<file path="src/rtl/padding_stream_ctrl.sv">
// Streams a zero-padded D x (H+2P) x (W+2P) feature map in channel/row/column order.
// Interior pixels are fetched from a synchronous feature buffer and border pixels are zeros.
module padding_stream_ctrl #(
    parameter int DATA_WIDTH = 16,
    parameter int D          = 1,
    parameter int H          = 10,
    parameter int W          = 10,
    parameter int P          = 2,
    parameter int ADDR_WIDTH = 16
) (
    input  logic                  clk,
    input  logic                  rst,
    input  logic                  start,
    output logic                  busy,
    output logic                  done,
    output logic                  rd_en,
    output logic [ADDR_WIDTH-1:0] rd_addr,
    input  logic [DATA_WIDTH-1:0] rd_data,
    output logic                  out_valid,
    input  logic                  out_ready,
    output logic [DATA_WIDTH-1:0] out_data,
    output logic                  out_last,
    output logic [2:0]            dbg_state
);

    // Handshake: a beat transfers on a rising edge where out_valid & out_ready.
    // Once out_valid rises, out_data and out_last hold until that transfer.

    localparam int HP   = H + 2 * P;
    localparam int WP   = W + 2 * P;
    localparam int MAXD = (HP > WP) ? HP : WP;
    localparam int CW   = $clog2(MAXD + 1);
    localparam int CCW  = (D > 1) ? $clog2(D) : 1;

    localparam logic [CW-1:0]  P_C    = CW'(P);
    localparam logic [CW-1:0]  Y_END  = CW'(P + H);
    localparam logic [CW-1:0]  X_END  = CW'(P + W);
    localparam logic [CW-1:0]  Y_LAST = CW'(HP - 1);
    localparam logic [CW-1:0]  X_LAST = CW'(WP - 1);
    localparam logic [CCW-1:0] C_LAST = CCW'(D - 1);

    typedef enum logic [2:0] {
        S_IDLE  = 3'd0,
        S_ISSUE = 3'd1,
        S_WAIT  = 3'd2,
        S_HOLD  = 3'd3,
        S_DONE  = 3'd4
    } state_t;

    state_t                state, state_n;
    logic [CCW-1:0]        c, c_n;
    logic [CW-1:0]         y, y_n;
    logic [CW-1:0]         x, x_n;
    logic [ADDR_WIDTH-1:0] addr, addr_n;
    logic                  valid_n;
    logic                  last_n;
    logic [DATA_WIDTH-1:0] data_n;
    logic                  interior;
    logic                  last_pix;

    // Lower bounds use "+1 >" so that P=0 does not collapse into an always-true compare.
    assign interior = ((y + CW'(1)) > P_C) && (y < Y_END) &&
                      ((x + CW'(1)) > P_C) && (x < X_END);
    assign last_pix = (c == C_LAST) && (y == Y_LAST) && (x == X_LAST);

    assign busy      = (state != S_IDLE);
    assign done      = (state == S_DONE);
    assign rd_addr   = addr;
    assign dbg_state = state;

    always_comb begin
        state_n = state;
        c_n     = c;
        y_n     = y;
        x_n     = x;
        addr_n  = addr;
        valid_n = out_valid;
        data_n  = out_data;
        last_n  = out_last;
        rd_en   = 1'b0;
        case (state)
            S_IDLE: begin
                if (start) begin
                    state_n = S_ISSUE;
                    c_n     = '0;
                    y_n     = '0;
                    x_n     = '0;
                    addr_n  = '0;
                end
            end
            S_ISSUE: begin
                if (interior) begin
                    // Interior reads are strictly sequential, so a running address replaces c*H*W+...
                    rd_en   = 1'b1;
                    addr_n  = addr + ADDR_WIDTH'(1);
                    state_n = S_WAIT;
                end else begin
                    data_n  = '0;
                    valid_n = 1'b1;
                    last_n  = last_pix;
                    state_n = S_HOLD;
                end
            end
            S_WAIT: begin
                data_n  = rd_data;
                valid_n = 1'b1;
                last_n  = last_pix;
                state_n = S_HOLD;
            end
            S_HOLD: begin
                if (out_ready) begin
                    valid_n = 1'b0;
                    last_n  = 1'b0;
                    if (last_pix) begin
                        state_n = S_DONE;
                    end else begin
                        state_n = S_ISSUE;
                        if (x == X_LAST) begin
                            x_n = '0;
                            if (y == Y_LAST) begin
                                y_n = '0;
                                c_n = c + CCW'(1);
                            end else begin
                                y_n = y + CW'(1);
                            end
                        end else begin
                            x_n = x + CW'(1);
                        end
                    end
                end
            end
            S_DONE: begin
                state_n = S_IDLE;
            end
            default: begin
                state_n = S_IDLE;
            end
        endcase
    end

    always_ff @(posedge clk or negedge rst) begin
        if (!rst) begin
            state     <= S_IDLE;
            c         <= '0;
            y         <= '0;
            x         <= '0;
            addr      <= '0;
            out_valid <= 1'b0;
            out_data  <= '0;
            out_last  <= 1'b0;
        end else begin
            state     <= state_n;
            c         <= c_n;
            y         <= y_n;
            x         <= x_n;
            addr      <= addr_n;
            out_valid <= valid_n;
            out_data  <= data_n;
            out_last  <= last_n;
        end
    end

endmodule

</file>
<file path="config.mk">
export PLATFORM = sky130hd
export DESIGN_NAME = padding_stream_ctrl
export DESIGN_NICKNAME = d
export VERILOG_FILES = /design/src/rtl/padding_stream_ctrl.sv
export SDC_FILE = /design/constraint.sdc
export NUM_CORES = 1
export LEC_CHECK = 0
export ABC_AREA = 1
export ABC_CLOCK_PERIOD_IN_PS = 2100
export BUFFER_PORTS_ARGS = -buffer_cell sky130_fd_sc_hd__buf_2
export CAP_MARGIN = 20
export CORE_MARGIN = 10
export CORE_UTILIZATION = 35
export DETAILED_ROUTE_END_ITERATION = 10
export PLACE_DENSITY = 0.52
export SLEW_MARGIN = 20
export SYNTH_ARGS = -nofsm -noshare
export SYNTH_HDL_FRONTEND = slang
export SYNTH_SLANG_ARGS = --single-unit
</file>
<file path="constraint.sdc">
create_clock -name clk -period 2.1 [get_ports clk]
set_input_delay 0.42 -clock clk [delete_from_list [all_inputs] [get_ports clk]]
set_output_delay 0.42 -clock clk [all_outputs]
set_load 0.01 [all_outputs]
</file>
# Word level (Yosys, flattened, before mapping)

Cells that the tools add are included.

Bits in registers: 46
Latch bits: 0
Memory bits (writable): 0
Bits in read-only memories: 0
Input port bits: 20
Output and inout port bits: 40
Logic and storage cells: 81
Memories kept: 0

Add/sub/neg operators: 4
Multiply operators: 0
Div/mod/pow operators: 0
$lt $le $gt $ge: 4
Eq/ne operators: 13
Shift operators: 0
Muxes and demuxes: 33
Bitwise logic cells: 1
Reductions and logical operators: 18

Operator list:

| cell                                                                            | number |
|---|---|
| 16-bit case mux with 2 select lines                                             | 2 |
| 16-bit 2-to-1 mux                                                               | 3 |
| 4-bit 2-to-1 mux                                                                | 8 |
| 16-bit by 1-bit adder with 16-bit output, second input constant                 | 1 |
| 4-bit case mux with 2 select lines                                              | 2 |
| 2-bit inequality test, second input constant                                    | 7 |
| 3-bit case mux with 4 select lines                                              | 1 |
| 1-bit 2-to-1 mux                                                                | 11 |
| 3-bit 2-to-1 mux                                                                | 3 |
| 4-bit by 1-bit adder with 4-bit output, second input constant                   | 2 |
| 4-bit equality test, second input constant                                      | 2 |
| 4-bit by 2-bit greater-than comparator with 1-bit output, second input constant | 2 |
| 4-bit < comparator, second input constant                                       | 2 |
| 3-bit by 2-bit equality test with 1-bit output, second input constant           | 2 |
| 1-bit case mux with 3 select lines                                              | 2 |
| 3-bit AND reduction                                                             | 2 |
| 6-bit AND reduction                                                             | 1 |
| 2-bit nonzero test                                                              | 3 |
| 3-bit nonzero test                                                              | 2 |
| 1-bit logical AND                                                               | 5 |
| 5-bit AND reduction                                                             | 1 |
| 2-bit AND reduction                                                             | 2 |
| 4-bit AND reduction                                                             | 1 |
| 3-bit by 1-bit equality test with 1-bit output, second input constant           | 1 |
| other kinds (5)                                                                 | 5 |

# Logic depth before layout (Yosys ltp)

Gate-level depths: netlist of run 1.

Depth after elaboration: 7
Depth in mapped cells: 11

# Least setup slack after synthesis of run 1

No wires, ideal clock.

Kind: register to output
Start: register y[0]
End: output rd_en
Arrival: 1.451 ns
Data required time: 1.680 ns
Setup slack: 0.229 ns
Stages on the path, launching flop included: 9
Buffers on the path: 2
Cell sequence: dfrtp_1 -> ha_1 -> nor2_1 -> nor2_1 -> nand2_1 -> nand4_2 -> buf_4 -> buf_6 -> inv_2

Cells in the longest elaborated chain, start to end: 7
Elaborated cells between the ends (all ways): 8

RTL lines:

| what                                                     | line | text |
|---|---|---|
| from (decl)                                              | 52   | `logic [CW-1:0] y, y_n;` |
| from (signal assigned)                                   | 154  | `y <= y_n;` |
| 4-bit by 1-bit adder with 4-bit output                   | 62   | `assign interior = ((y + CW'(1)) > P_C) && (y < Y_END) &&` |
| 4-bit by 2-bit greater-than comparator with 1-bit output | 62   |  |
| 1-bit logical AND * (2 in a row)                         | 62   |  |
| 1-bit logical AND *                                      | 63   | `((x + CW'(1)) > P_C) && (x < X_END);` |
| 1-bit 2-to-1 mux *                                       | 92   | `if (interior) begin` |
| 1-bit 2-to-1 mux *                                       | 81   | `case (state)` |
| to (decl)                                                | 16   | `output logic rd_en,` |

Every way passes the cells marked *; elsewhere a longest branch is shown, timed or not.

# Worst setup path after layout of run 1

Start: register y[1]
End: output rd_en

The elaborated chain is that of the path after synthesis.

==> run summary, run 1 <==
total iterations of the first detailed-routing run = 4
# clock sinks = 46
IO Pins = 60
crit path from = y[1]$_DFFE_PN0P_
Crit path required time = 1.68 ns
outcome = finished, final reports clean
count leader, synth = nand2_1
final setup vio count = 0
Final min period = 2.01 ns
CTS H-tree depth = 2
DPL Wire Length = 5090 um
initial antenna violation count = 0
GRT overflow = 0
Post-route DRC = 0
Placeable Area = 7250 um2
R2R depth = 10
WL final = 6850 um
Final TNS setup = 0 ns
Leakage = 1.70 nW
synthesis-to-finish area growth = 25.6%
final core occ = 45.2%
Tcrit/Tclk final = 95.8%
worst-path fanout max = 3
final setup margin = 0.0891 ns
GP Congestion = 0.816
CP Capture Type = output port
FF-to-FF Start = y[1]$_DFFE_PN0P_
Die X = 106 um
max-slew violation count = 0
initial core utilization = 36.0%
hold violation count in the final report = 0
Syn Nets = 390
die area = 11300 um2
Reg2Reg Setup Slack = 0.28 ns
clock slew at reported path FFs = 0.09 ns
Mapped Area = 2610 um2
first-pass GRT wire length = 11500 um
cts bufs inserted = 5
Worst-Skew Late Latency = 0.30 ns
startpoint class of the critical path = flip-flop
Die Y = 106 um
vias post-DR = 2432
post-synthesis sequential area ratio = 44.1%
row count = 31
Final #Nets = 462
Area after DPL = 3040 um2
Root Buffer = clkbuf_8
leading area contributor after synthesis = dfrtp_1
share of cells above drive strength 1 = 25.7%
Mapped Cells = 363
pin count of the biggest net entering global routing = 27
pwr/cell area = 1100 nW/um2
Total GRT Usage = 12.2%
Max-cap violations = 0
Worst-Margin Slew = 0.611 ns
Routed WL per cell = 12.8 um
Worst Skew = 0.00914 ns
ys flop type = dfrtp_1
Vias/cell = 4.55
initial drt markers = 71
top cells by count, synth = nand2_1, dfrtp_1, nor2_1
worst vdd ir = 0.409 mV
Final ANT Viol Nets = 0
Yosys top cell area share = 44.1%
Bufs on Longest Clock Path = 2
Port Buffers = 59
Unique masters post-synth = 28
Worst Path Arrival = 1.59 ns
Max Freq = 497 MHz
TritonCTS clock tree = yes
Slew headroom = 59.2%
pre-CTS setup slack = 0.149 ns
Post-synth EDFFs = 0
Hold Buf Count CTS = 0
# diodes = 0
Yosys warning count = 0
syn avg cell area = 7.19 um2
number of global-route vias before repair = 2469
WHS = 0.127 ns
ranking of synthesized cells by area = dfrtp_1, nand2_1, nor2_1
flops & latches, synth = 46
reg2reg end = rd_addr[13]$_DFFE_PN0P_
Final Cell Area = 3280 um2
HP Class = input port to asynchronous set/reset pin
Async SR Flop Fraction = 100%
CP Class = flip-flop to output port
==> worst max path at each step <==
stage | end | slack [ns] | cells after the start
floorplan | rd_en | 0.23 | 8
global placement | rd_en | 0.21 | 7
detailed placement | rd_en | 0.15 | 7
CTS | rd_en | 0.02 | 7
global route | rd_en | -0.02 | 8
finish | rd_en | 0.09 | 8
==> registers in the layout (all words and copies together), names as in the netlist <==
register and cells:
out_data 16, rd_addr 16, x 4, y 4, dbg_state 3, c 1
out_last 1, out_valid 1
==> metrics by stage <==
step                std cells  power (mW)
detailed placement        521        2.79
finish                    535        3.61
global placement          521        2.78
CTS                       531        3.52
global route              535        3.91
floorplan                 363        2.28
==> cells by family (layout without fill, tap and decap cells) <==
group | after synthesis | after routing | synth area share [%]
AO/OA/AOI/OAI | 14 | 14 | 3.50
XOR/XNOR | 7 | 7 | 2.35
adder cells (fa/ha/maj) | 7 | 7 | 3.36
buffers and inverters | 33 | 106 | 5.37
flip-flops | 46 | 46 | 44.1
AND/OR/NAND/NOR | 256 | 256 | 41.3
==> power breakdown <==
part / internal, mW / switching, mW
sequential: 1.08 / 0.189
clock: 0.354 / 0.316
combinational: 0.597 / 1.07
total: 2.03 / 1.57
==> worst max-delay path, cell delays in order, from the launching register on <==
cell	delay (ns)
dfrtp_1	0.44
inv_2	0.10
ha_4	0.20
nor2_1	0.12
nor2_1	0.07
nand2_2	0.08
nand4_4	0.11
inv_2	0.07
buf_6	0.09
==> cells in the final DEF (no fill, tap or decap), types with 2 or more instances in the layout <==
| cell | instances |
|---|---|
| inv_1 | 16 |
| nand4_1 | 3 |
| ha_4 | 4 |
| o21bai_1 | 4 |
| nand2_2 | 6 |
| nor3_1 | 3 |
| a21oi_1 | 4 |
| xnor2_1 | 2 |
| inv_2 | 9 |
| xor2_1 | 5 |
| buf_4 | 14 |
| dfrtp_2 | 3 |
| clkinvlp_4 | 2 |
| clkbuf_8 | 5 |
| nor2_1 | 43 |
| buf_2 | 58 |
| nand2_1 | 159 |
| nand3_1 | 32 |
| nor2_2 | 3 |
| dfrtp_1 | 43 |
| ha_1 | 3 |
| nor3_4 | 2 |
| o21ai_1 | 4 |
==> repair_timing <==
action / in CTS / in global routing
gates resized for setup: 2 / 14
pin swaps: 1 / 7
setup endpoints to repair: 1 / 1
buffers inserted: 2 / 4
==> layer usage <==
metal	GRT usage (%)	wire length, um
met4	4.06	76
met5	0	0
met2	21.6	3390
met1	14.0	3080
met3	2.78	308
==> cell type report <==
class                   count  area (um2)
flip-flops and latches     46        1150
clock inverters             3        45.0
clock buffers               5        68.8
well taps                  99         124
repair buffers             73         407
fillers                   777        3980
inverters                  25        93.8
multi-input cells         284        1390
No activity file was read; power rests on OpenSTA's default activity.
==> inputs of run 2 (changes only) <==
Settings changed: ABC_CLOCK_PERIOD_IN_PS 2100 to 2400.
Clock period 2.1 ns to 2.4 ns, I/O delays scaled along.
==> run summary, run 2 (same netlist as run 1, synthesis figures left out) <==
HP Class = input port to asynchronous set/reset pin
Port Buffers = 59 (unchanged)
Slew headroom = 60.9% (+1.7 points)
Max-cap violations = 0 (unchanged)
WL final = 6560 um (-4.3%)
Final TNS setup = 0 ns (unchanged)
number of global-route vias before repair = 2441 (-1.1%)
Leakage = 1.67 nW (-1.6%)
Final #Nets = 453 (-1.9%)
initial drt markers = 123 (+73%)
CP Class = flip-flop to output port
IO Pins = 60 (unchanged)
Worst-Margin Slew = 0.586 ns (-0.0253 ns)
Post-route DRC = 0 (unchanged)
Die X = 106 um (unchanged)
Total GRT Usage = 11.9% (-0.31 points)
Die Y = 106 um (unchanged)
# diodes = 0 (unchanged)
Tcrit/Tclk final = 91.6%
pin count of the biggest net entering global routing = 47 (+74%)
TritonCTS clock tree = yes
vias post-DR = 2404 (-1.2%)
Vias/cell = 4.57 (+0.54%)
pwr/cell area = 950 nW/um2 (-14%)
Final min period = 2.20 ns
cts bufs inserted = 5 (unchanged)
clock slew at reported path FFs = 0.09 ns (about the same)
Max Freq = 455 MHz
unrepaired setup endpoints after global routing = false
final setup margin = 0.202 ns (+0.113 ns)
max-slew violation count = 0 (unchanged)
initial core utilization = 36.0% (unchanged)
Routed WL per cell = 12.5 um (-2.7%)
synthesis-to-finish area growth = 20.4%
total iterations of the first detailed-routing run = 4 (unchanged)
worst vdd ir = 0.453 mV (+11%)
hold violation count in the final report = 0 (unchanged)
first-pass GRT wire length = 11400 um (-1.3%)
share of cells above drive strength 1 = 21.3% (-4.4 points)
Root Buffer = clkbuf_8
CP Capture Type = output port
worst-path fanout max = 7 (+4)
initial antenna violation count = 0 (unchanged)
R2R depth = 8 (-2)
Bufs on Longest Clock Path = 2 (unchanged)
Placeable Area = 7250 um2 (unchanged)
Final ANT Viol Nets = 0 (unchanged)
Worst Skew = 0.00423 ns (-0.00491 ns)
die area = 11300 um2 (unchanged)
outcome = finished, final reports clean
GP Congestion = 0.781 (-4.3%)
CTS H-tree depth = 2 (unchanged)
Worst-Skew Late Latency = 0.30 ns (about the same)
final setup vio count = 0 (unchanged)
Crit path required time = 1.92 ns (+0.24 ns)
DPL Wire Length = 4870 um (-4.4%)
most frequent cells in the layout = nand2_1, buf_2, dfrtp_1, nor2_1, nand3_1
startpoint class of the critical path = flip-flop
GRT overflow = 0 (unchanged)
# clock sinks = 46 (unchanged)
commonest non-fill, non-tap cell in the layout = nand2_1
Worst Path Arrival = 1.72 ns (+0.13 ns)
pre-CTS setup slack = 0.470 ns (+0.321 ns)
row count = 31 (unchanged)
[run 2: worst paths after layout]
check	startpoint	endpoint	slack [ns]
worst max-delay path	y[0]$_DFFE_PN0P_	rd_en	0.20
worst min-delay path	rst	rd_addr[1]$_DFFE_PN0P_	0.25
worst max register to register	rd_addr[0]$_DFFE_PN0P_	rd_addr[8]$_DFFE_PN0P_	0.61
worst min register to register	out_data[7]$_DFFE_PN0P_	out_data[7]$_DFFE_PN0P_	0.47
max in group asynchronous	rst	dbg_state[2]$_DFFE_PN0P_	1.74
min in group clk	rd_data[3]	out_data[3]$_DFFE_PN0P_	0.37
[run 2: metrics by stage]
step | cells | power [mW] | util (%) | area, um2 | hold WS [ns]
2_1_floorplan | 363 | 2.00 | - | 2610 | 0.184
5_1_grt | 526 | 3.28 | 43.3 | 3140 | 0.304
3_5_place_dp | 517 | 2.42 | 41.5 | 3010 | 0.454
6_report | 526 | 2.98 | 43.3 | 3140 | 0.247
4_1_cts | 525 | 3.02 | 43.1 | 3130 | 0.282
3_3_place_gp | 517 | 2.41 | 41.5 | 3010 | 0.450
[run 2: power breakdown]
group	switching (mW)	internal, mW
sequential	0.155	0.944
combinational	0.872	0.429
clock	0.273	0.312
total	1.30	1.68
[run 2: metal layers]
| metal | share of wire [%] | track usage [%] | vias to the layer above |
|---|---|---|---|
| met1 | 45 | 13.9 | 1094 |
| met5 | 0 | 0 | - |
| met4 | 1.4 | 3.48 | 0 |
| met2 | 48 | 20.5 | 48 |
| met3 | 5.5 | 3.50 | 5 |
| li1 | - | - | 1257 |
[run 2: repair_timing]
item / CTS / global route
setup buffers: 0 / 1
endpoints found under the setup margin: 0 / 1
resized for setup: 0 / 1
hold buffers: 0 / 0
[run 2: critical path: stages, from the launching register on]
cell,delay [ns]
dfrtp_1,0.45
ha_1,0.33
nor2_1,0.10
nor2_1,0.05
nand2_1,0.12
nand4_4,0.16
inv_2,0.07
buf_2,0.13
[run 2: layout make-up]
cell class / instances / area (um2)
clock inverter: 3 / 43.8
clock buffer: 5 / 68.8
tap: 99 / 124
fill: 764 / 4110
multi-input combinational: 284 / 1330
sequential: 46 / 1150
timing repair buffer: 64 / 333
inverter: 25 / 93.8
